<file path="src/rtl/vga_bounce_box.sv">
// vga_bounce_box
//   Draws a solid box over a flat background and moves it once per frame,
//   reflecting off the edges of the active area.
//
// Ports
//   clk        : pixel clock
//   rst        : asynchronous, active-high reset
//   pix_x      : active-relative column (valid when active=1)
//   pix_y      : active-relative line   (valid when active=1)
//   active     : upstream timing is in the active video region
//   frame_tick : one-cycle pulse at start of vertical blanking
//   enable     : motion enable, sampled on frame_tick
//   step       : pixels moved per frame per axis, sampled on frame_tick
//   pixel      : registered RGB444 {R,G,B}, one clock after the coordinates
//   box_x      : current box left edge
//   box_y      : current box top edge
//   bounce     : one-cycle pulse when either axis reached an edge this frame
module vga_bounce_box #(
  parameter int unsigned H_ACT     = 640,
  parameter int unsigned V_ACT     = 480,
  parameter int unsigned BOX_W     = 32,
  parameter int unsigned BOX_H     = 32,
  parameter int unsigned INIT_X    = 0,
  parameter int unsigned INIT_Y    = 0,
  parameter logic [11:0] BOX_COLOR = 12'hF00,
  parameter logic [11:0] BG_COLOR  = 12'h00F
) (
  input  logic        clk,
  input  logic        rst,
  input  logic [9:0]  pix_x,
  input  logic [9:0]  pix_y,
  input  logic        active,
  input  logic        frame_tick,
  input  logic        enable,
  input  logic [3:0]  step,
  output logic [11:0] pixel,
  output logic [9:0]  box_x,
  output logic [9:0]  box_y,
  output logic        bounce
);

  // Largest legal left/top edge; the box never leaves the active area.
  localparam logic [10:0] X_MAX   = 11'(H_ACT - BOX_W);
  localparam logic [10:0] Y_MAX   = 11'(V_ACT - BOX_H);
  localparam logic [10:0] BOX_W_L = 11'(BOX_W);
  localparam logic [10:0] BOX_H_L = 11'(BOX_H);

  typedef enum logic [1:0] {
    ST_WAIT  = 2'd0,
    ST_UPD_X = 2'd1,
    ST_UPD_Y = 2'd2
  } state_t;

  typedef struct packed {
    logic       hit;
    logic       dir;
    logic [9:0] pos;
  } axis_t;

  // One axis of motion: dir=1 moves toward lim, dir=0 toward zero. Reaching
  // or passing an edge clamps to it, reverses direction and reports a hit.
  function automatic axis_t axis_step(input logic [9:0]  pos,
                                      input logic        dir,
                                      input logic [3:0]  stp,
                                      input logic [10:0] lim);
    axis_t      res;
    logic [10:0] sum;
    sum = {1'b0, pos} + {7'd0, stp};
    if (dir) begin
      if (sum >= lim) begin
        res = '{hit: 1'b1, dir: 1'b0, pos: lim[9:0]};
      end else begin
        res = '{hit: 1'b0, dir: 1'b1, pos: sum[9:0]};
      end
    end else begin
      if ({1'b0, pos} <= {7'd0, stp}) begin
        res = '{hit: 1'b1, dir: 1'b1, pos: 10'd0};
      end else begin
        res = '{hit: 1'b0, dir: 1'b0, pos: pos - {6'd0, stp}};
      end
    end
    return res;
  endfunction

  state_t      state_r;
  state_t      state_nxt_s;
  logic        start_s;
  logic [9:0]  box_x_r;
  logic [9:0]  box_y_r;
  logic        dx_r;
  logic        dy_r;
  logic [3:0]  step_q_r;
  logic        hit_x_r;
  logic        hit_y_r;
  logic        bounce_r;
  logic [11:0] pixel_r;
  axis_t       x_res_s;
  axis_t       y_res_s;
  logic        inside_s;

  // Update sequencer state register.
  always_ff @(posedge clk or posedge rst) begin
    if (rst) begin
      state_r <= ST_WAIT;
    end else begin
      state_r <= state_nxt_s;
    end
  end

  // Next-state logic; ticks outside WAIT are dropped, not queued.
  always_comb begin
    state_nxt_s = state_r;
    start_s     = 1'b0;
    case (state_r)
      ST_WAIT: begin
        if (frame_tick && enable && (step != 4'd0)) begin
          state_nxt_s = ST_UPD_X;
          start_s     = 1'b1;
        end else begin
          state_nxt_s = ST_WAIT;
        end
      end
      ST_UPD_X: state_nxt_s = ST_UPD_Y;
      ST_UPD_Y: state_nxt_s = ST_WAIT;
      default:  state_nxt_s = ST_WAIT;
    endcase
  end

  // Candidate next positions for both axes from the latched step.
  always_comb begin
    x_res_s = axis_step(box_x_r, dx_r, step_q_r, X_MAX);
    y_res_s = axis_step(box_y_r, dy_r, step_q_r, Y_MAX);
  end

  // Position, direction, hit flags and bounce pulse.
  always_ff @(posedge clk or posedge rst) begin
    if (rst) begin
      box_x_r  <= 10'(INIT_X);
      box_y_r  <= 10'(INIT_Y);
      dx_r     <= 1'b1;
      dy_r     <= 1'b1;
      step_q_r <= 4'd0;
      hit_x_r  <= 1'b0;
      hit_y_r  <= 1'b0;
      bounce_r <= 1'b0;
    end else begin
      bounce_r <= 1'b0;
      case (state_r)
        ST_WAIT: begin
          if (start_s) begin
            step_q_r <= step;
            hit_x_r  <= 1'b0;
            hit_y_r  <= 1'b0;
          end
        end
        ST_UPD_X: begin
          box_x_r <= x_res_s.pos;
          dx_r    <= x_res_s.dir;
          hit_x_r <= x_res_s.hit;
        end
        ST_UPD_Y: begin
          box_y_r  <= y_res_s.pos;
          dy_r     <= y_res_s.dir;
          hit_y_r  <= y_res_s.hit;
          // Y hit is folded in directly since its flag lands this same edge.
          bounce_r <= hit_x_r | y_res_s.hit;
        end
        default: begin
          bounce_r <= 1'b0;
        end
      endcase
    end
  end

  // Containment test against the current box edges, widened to avoid wrap.
  always_comb begin
    inside_s = ({1'b0, pix_x} >= {1'b0, box_x_r}) &&
               ({1'b0, pix_x} <  ({1'b0, box_x_r} + BOX_W_L)) &&
               ({1'b0, pix_y} >= {1'b0, box_y_r}) &&
               ({1'b0, pix_y} <  ({1'b0, box_y_r} + BOX_H_L));
  end

  // Registered pixel colour, black outside the active region.
  always_ff @(posedge clk or posedge rst) begin
    if (rst) begin
      pixel_r <= 12'h000;
    end else if (!active) begin
      pixel_r <= 12'h000;
    end else if (inside_s) begin
      pixel_r <= BOX_COLOR;
    end else begin
      pixel_r <= BG_COLOR;
    end
  end

  assign pixel  = pixel_r;
  assign box_x  = box_x_r;
  assign box_y  = box_y_r;
  assign bounce = bounce_r;

endmodule
</file>
<file path="config.mk">
export PLATFORM = sky130hd
export DESIGN_NAME = vga_bounce_box
export DESIGN_NICKNAME = d
export VERILOG_FILES = /design/src/rtl/vga_bounce_box.sv
export SDC_FILE = /design/constraint.sdc
export NUM_CORES = 1
export LEC_CHECK = 0
export CORE_MARGIN = 5
export CORE_UTILIZATION = 45
export CTS_CLUSTER_DIAMETER = 80
export DETAILED_ROUTE_END_ITERATION = 16
export GPL_TIMING_DRIVEN = 0
export PLACE_DENSITY = 0.79
export SYNTH_ARGS = -nofsm -noshare
export SYNTH_HDL_FRONTEND = slang
export SYNTH_SLANG_ARGS = --single-unit
export TNS_END_PERCENT = 1
</file>
<file path="constraint.sdc">
create_clock -name clk -period 3.1 [get_ports clk]
set_clock_uncertainty 0.15 [all_clocks]
set_input_delay 0.62 -clock clk [delete_from_list [all_inputs] [get_ports clk]]
set_output_delay 0.62 -clock clk [all_outputs]
set_load 0.05 [all_outputs]
</file>
# == Yosys cells after proc, flatten, opt, wreduce, memory -nomap -nowiden ==
# Cells that the tools add are included.
# totals
word_cells,52
regBits,42
inputBits,29
out_inout_bits,33
# classes
n_bitwise,1
eq_ne,3
addsub,6
mux,15
order_cmp,8
reduce_logical,10
# ops
operator,count
$mux W12,8
$add A10 B4 Y11,2
$add A10 B6 Y11 const B,2
$lt A10 B11 Y1,2
$ge A10 B10 Y1,2
$le A10 B4 Y1,2
$sub A10 B4 Y10,2
$ge A11 B10 Y1 const B,1
$ge A11 B9 Y1 const B,1
$logic_and A1 B1 Y1,5
$mux W1,5
$pmux W2 S2,1
$reduce_and A2 Y1,2
$reduce_bool A4 Y1,1
$eq A2 B1 Y1 const B,1
$eq A2 B2 Y1 const B,1
$logic_not A2 Y1,1
$ne A2 B2 Y1 const B,1
$pmux W1 S2,1
$reduce_bool A2 Y1,1
$or A1 B1 Y1,1

# == Longest topological paths before layout ==
# logic_depth
word_depth,7
depth_mapped,11
mapped_depth_nobuf,11

# == Worst setup path before layout ==
# Ideal clock, no wire load.
# synth_path
path_type,reg2reg
from,"register box_y_r[0], in the netlist box_y[0]"
to,"register box_y_r[8], in the netlist box_y[8]"
n_path_buf,0
slack_ps,36
setup_ps,120
required_ps,2830
synth_period_minus_slack_ps,3064
stages_incl_launch_ff,10
t_arrival_ps,2794
path_cell_list,dfrtp_1 ha_1 fa_1 nor3b_1 or3_4 a221o_1 a21oi_2 o31a_2 o21ai_1 a31o_1
# synth_between
elab_chain_len,4
elab_cells_between_ends,7
cone_classes,add/sub: 2; order compare: 2; mux: 3
# synth_lines
element,line,rtl
"start, declared",89,logic [9:0] box_y_r;
"start signal, assigned",139,box_y_r <= 10'(INIT_Y);
"start signal, assigned",162,box_y_r <= y_res_s.pos;
$add A10 B4 Y11,68,"sum = {1'b0, pos} + {7'd0, stp};"
$ge A11 B9 Y1,70,if (sum >= lim) begin
$mux W12,70,
$mux W12 (*),69,if (dir) begin
# Mark *: on every way between the ends. The rest lies on a longest branch, timed or not.
# A chain may end at the register's enable or synchronous reset.

# == Worst setup path after layout ==
# layout_path
from,"register box_x_r[6], in the netlist box_x[6]"
to,"register pixel_r[10], in the netlist pixel[10]"
# layout_between
elab_chain_len,7
elab_cells_between_ends,8
cone_classes,add/sub: 1; order compare: 2; mux: 2; reduce/logical: 3
# layout_lines
element,line,rtl
"start, declared",88,logic [9:0] box_x_r;
"start signal, assigned",138,box_x_r <= 10'(INIT_X);
"start signal, assigned",157,box_x_r <= x_res_s.pos;
$add A10 B6 Y11,178,"({1'b0, pix_x} < ({1'b0, box_x_r} + BOX_W_L)) &&"
$lt A10 B11 Y1,178,
$logic_and A1 B1 Y1 (*),177,"inside_s = ({1'b0, pix_x} >= {1'b0, box_x_r}) &&"
$logic_and A1 B1 Y1 (*),178,
$logic_and A1 B1 Y1 (*),179,"({1'b0, pix_y} >= {1'b0, box_y_r}) &&"
$mux W12 (*),189,end else if (inside_s) begin
$mux W12 (*),187,end else if (!active) begin
"end signal, assigned",186,pixel_r <= 12'h000;
"end signal, assigned",188,pixel_r <= 12'h000;
"end signal, assigned",190,pixel_r <= BOX_COLOR;
"end, declared",96,logic [11:0] pixel_r;
# Marks and branches as above.

==> results_dict.tcl <==
set metrics [dict create \
    grt_overflow 0 \
    intPower_mw 2.197 \
    cp.arrival_ns 3.18 \
    holdWs_ns 0.3683 \
    wl_per_cell_um 16.91 \
    grt_usage_pct 19.99 \
    io_pins 62 \
    cts_tree "built" \
    final_common_cell "clkdlybuf4s50_1" \
    swShare_pct 53.63 \
    synth-async-reset-ratio_pct 100.0 \
    cts_inserted_buffers 5 \
    status "completed" \
    synth-edff-count 0 \
    p_leak_nw 1.980 \
    grt_pass1_wl_um 16330 \
    clk_latency_ns 0.30 \
    syn_inst 421 \
    dpl.hpwl_um 7799 \
    cts.sinks 32 \
    ys_types 74 \
    peakVddDrop_v 0.0006687 \
    cap_viol_max_count 0 \
    slew_headroom_pct 51.40 \
    slowest_stage "a2111oi_0" \
    die_w_um 98.85 \
    core-area_um2 7727 \
    power_frac_seq_pct 17.1 \
    nNetsFinal 572 \
    power_frac_comb_pct 74.0 \
    mostFrequentLayoutCells "clkdlybuf4s50_1 (57), ha_1 (49), inv_1 (36), a21oi_1 (27), dfrtp_1 (27)" \
    period_needed_ns 3.092 \
    h-tree-depth 2 \
    routed_wl_um 10010 \
    hold_violations 0 \
    start_kind "flop" \
    finalPower_mw 4.738 \
    die_h_um 98.85 \
    yosysTopAreaCell "dfrtp_1" \
    antenna_found_initial 0 \
    syn_area_um2 3552 \
    netlist.area_leader.share_pct 21.13 \
    rows 32 \
    hold_buffers 0 \
    floorplan.initialDensity_pct 45.97 \
    max_clock_freq_mhz 323.4 \
    grt_pass1_vias 3496 \
    powerDensity_nw_per_um2 1073 \
    hold_path_class "reg2reg" \
    grt_max_degree 33 \
    tns_ns 0 \
    antenna_left 0 \
    synthFlopType "dfrtp_1" \
    crit_type "reg2reg" \
    viasPerCell 5.929 \
    required_ns 3.19 \
    drive_above_1_share_pct 12.04 \
    antennaDiodeCount 0 \
    critPathCaptureType "flop" \
    finalMaxSlewViolations 0 \
    syn_area_per_cell_um2 8.437 \
    yosysSeqAreaShare_pct 22.61 \
    cp_slowest_stage_delay_ns 0.48 \
    dr.pass1.iters 5 \
    cts_buffer_depth 2 \
    rsz0062_at_grt "yes" \
    p_clk_share_pct 8.9 \
    ys_seq_elements 32 \
    synth_area_leaders "dfrtp_1 (21%), ha_1 (18%), a21oi_1 (3.9%), inv_1 (3.9%), o21ai_0 (3.7%)" \
    path_cells "clkbuf_1 > inv_1 > ha_1 > inv_1 > ha_1 > a2111oi_0 > a211o_1 > a21oi_1 > nor4_2 > and2_1" \
    syn_to_final_growth_pct 24.30 \
    p_switching_mw 2.541 \
    drc 0 \
    tightest_slew_ns 0.7230 \
    place_congestion 0.9069 \
    fin_crit_sh_pct 99.75 \
    cts_root_buffer "clkbuf_8" \
    crit_fanout 8 \
    ys_warn_count 0 \
    setup_viol 0 \
    port_buffers 57 \
    clkTransAtPathRegs_ns 0.08 \
    drt-initial-drc-count 283 \
    vias 3510 \
    dieArea_um2 9770 \
]
## stage by stage
step / cell area (µm²) / utilization, % / worst slack, ns / std cells
floorplan: 3563 / - / 0.03590 / 424
finish: 4415 / 57.14 / 0.007712 / 592
global route: 4415 / 57.14 / -0.08190 / 592
CTS: 4387 / 56.77 / 0.008802 / 591
global placement: 4262 / 55.15 / -0.05913 / 583
detailed placement: 4262 / 55.15 / -0.1101 / 583
## worst max-delay path: cells and delay by family, from the launching register on
family	cells	cell delay, ns
AOI/OAI and AO/OA	3	0.78
adders and majority gates	2	0.59
buffers and inverters	3	0.50
DFF	1	0.37
and+or+nand+nor	2	0.63
## power by group through the flow
stage,Sequential (mW),Combinational [mW],Clock [mW]
finish,0.808,3.51,0.421
floorplan,1.16,2.11,0
global route,0.839,3.81,0.448
global placement,0.794,3.29,0
CTS,0.793,3.43,0.426
detailed placement,0.800,3.38,0
## final timing paths
check	slack [ns]	cells past startpoint	startpoint	end
hold reg to reg	0.37	1	hit_x_r	bounce
setup / recovery	0.008	10	box_x[6]	pixel[10]
setup reg to reg	0.008	10	box_x[6]	pixel[10]
max in group asynchronous	1.72	2	rst	step_q_r[0]
hold / removal	0.37	1	hit_x_r	bounce
min in group asynchronous	0.59	2	rst	box_y[6]
## routing by layer
metal / vias up / global-route usage, % / share of wire (%)
met4: 0 / 6.723 / 2.5
met1: 1663 / 24.00 / 39
met3: 26 / 4.034 / 6.6
met5: - / 0 / 0
li1: 1665 / - / -
met2: 156 / 35.38 / 52
## sequential cells by signal, summed over array words and instances, names as in the netlist
name and flops:
box_x 10, box_y 10, step_q_r 4, pixel 2, state_r 2, bounce 1
dx_r 1, dy_r 1, hit_x_r 1
## cell usage after synthesis, drive strengths merged (3+ instances only)
| library cell | n |
|---|---|
| a2111oi | 3 |
| a211oi | 6 |
| a21o | 12 |
| a21oi | 30 |
| a22o | 4 |
| a31oi | 5 |
| a32oi | 4 |
| and3 | 6 |
| buf | 17 |
| clkbuf | 13 |
| dfrtp | 30 |
| fa | 4 |
| ha | 50 |
| inv | 37 |
| mux2 | 3 |
| mux2i | 3 |
| nand2 | 22 |
| nand2b | 10 |
| nand3 | 12 |
| nand4 | 6 |
| nor2 | 23 |
| nor2b | 10 |
| nor3 | 3 |
| nor4 | 7 |
| o211ai | 7 |
| o21a | 7 |
| o21ai | 29 |
| o22ai | 3 |
| o31ai | 3 |
| or2 | 3 |
| xnor2 | 10 |
## final cells by class
class,instances,area (µm²)
Timing Repair Buffer,59,585.6
Clock inverter,3,42.54
Multi-Input combinational cell,325,2487
Sequential cell,32,807.0
Buffer,29,157.7
Inverter,37,138.9
Clock buffer,5,68.82
Fill cell,699,3312
Tap cell,102,127.6
## kinds of logic after synthesis
kind of cell,count (synthesis),share of synthesized area (%)
flip-flops,32,22.61
adder cells (fa/ha/maj),54,19.87
buffers and inverters,67,8.453
XOR/XNOR,12,2.959
AO/OA/AOI/OAI,139,27.65
multiplexers,6,1.796
AND/OR/NAND/NOR,110,16.56
other,1,0.1056
## repair_timing
item | in CTS | in global routing
setup buffers | 0 | 2
setup endpoints to repair | 6 | 19
hold endpoints to repair | 0 | 0
resized for setup | 3 | 8
pin swaps | 0 | 2
(Power assumes the default switching activity.)
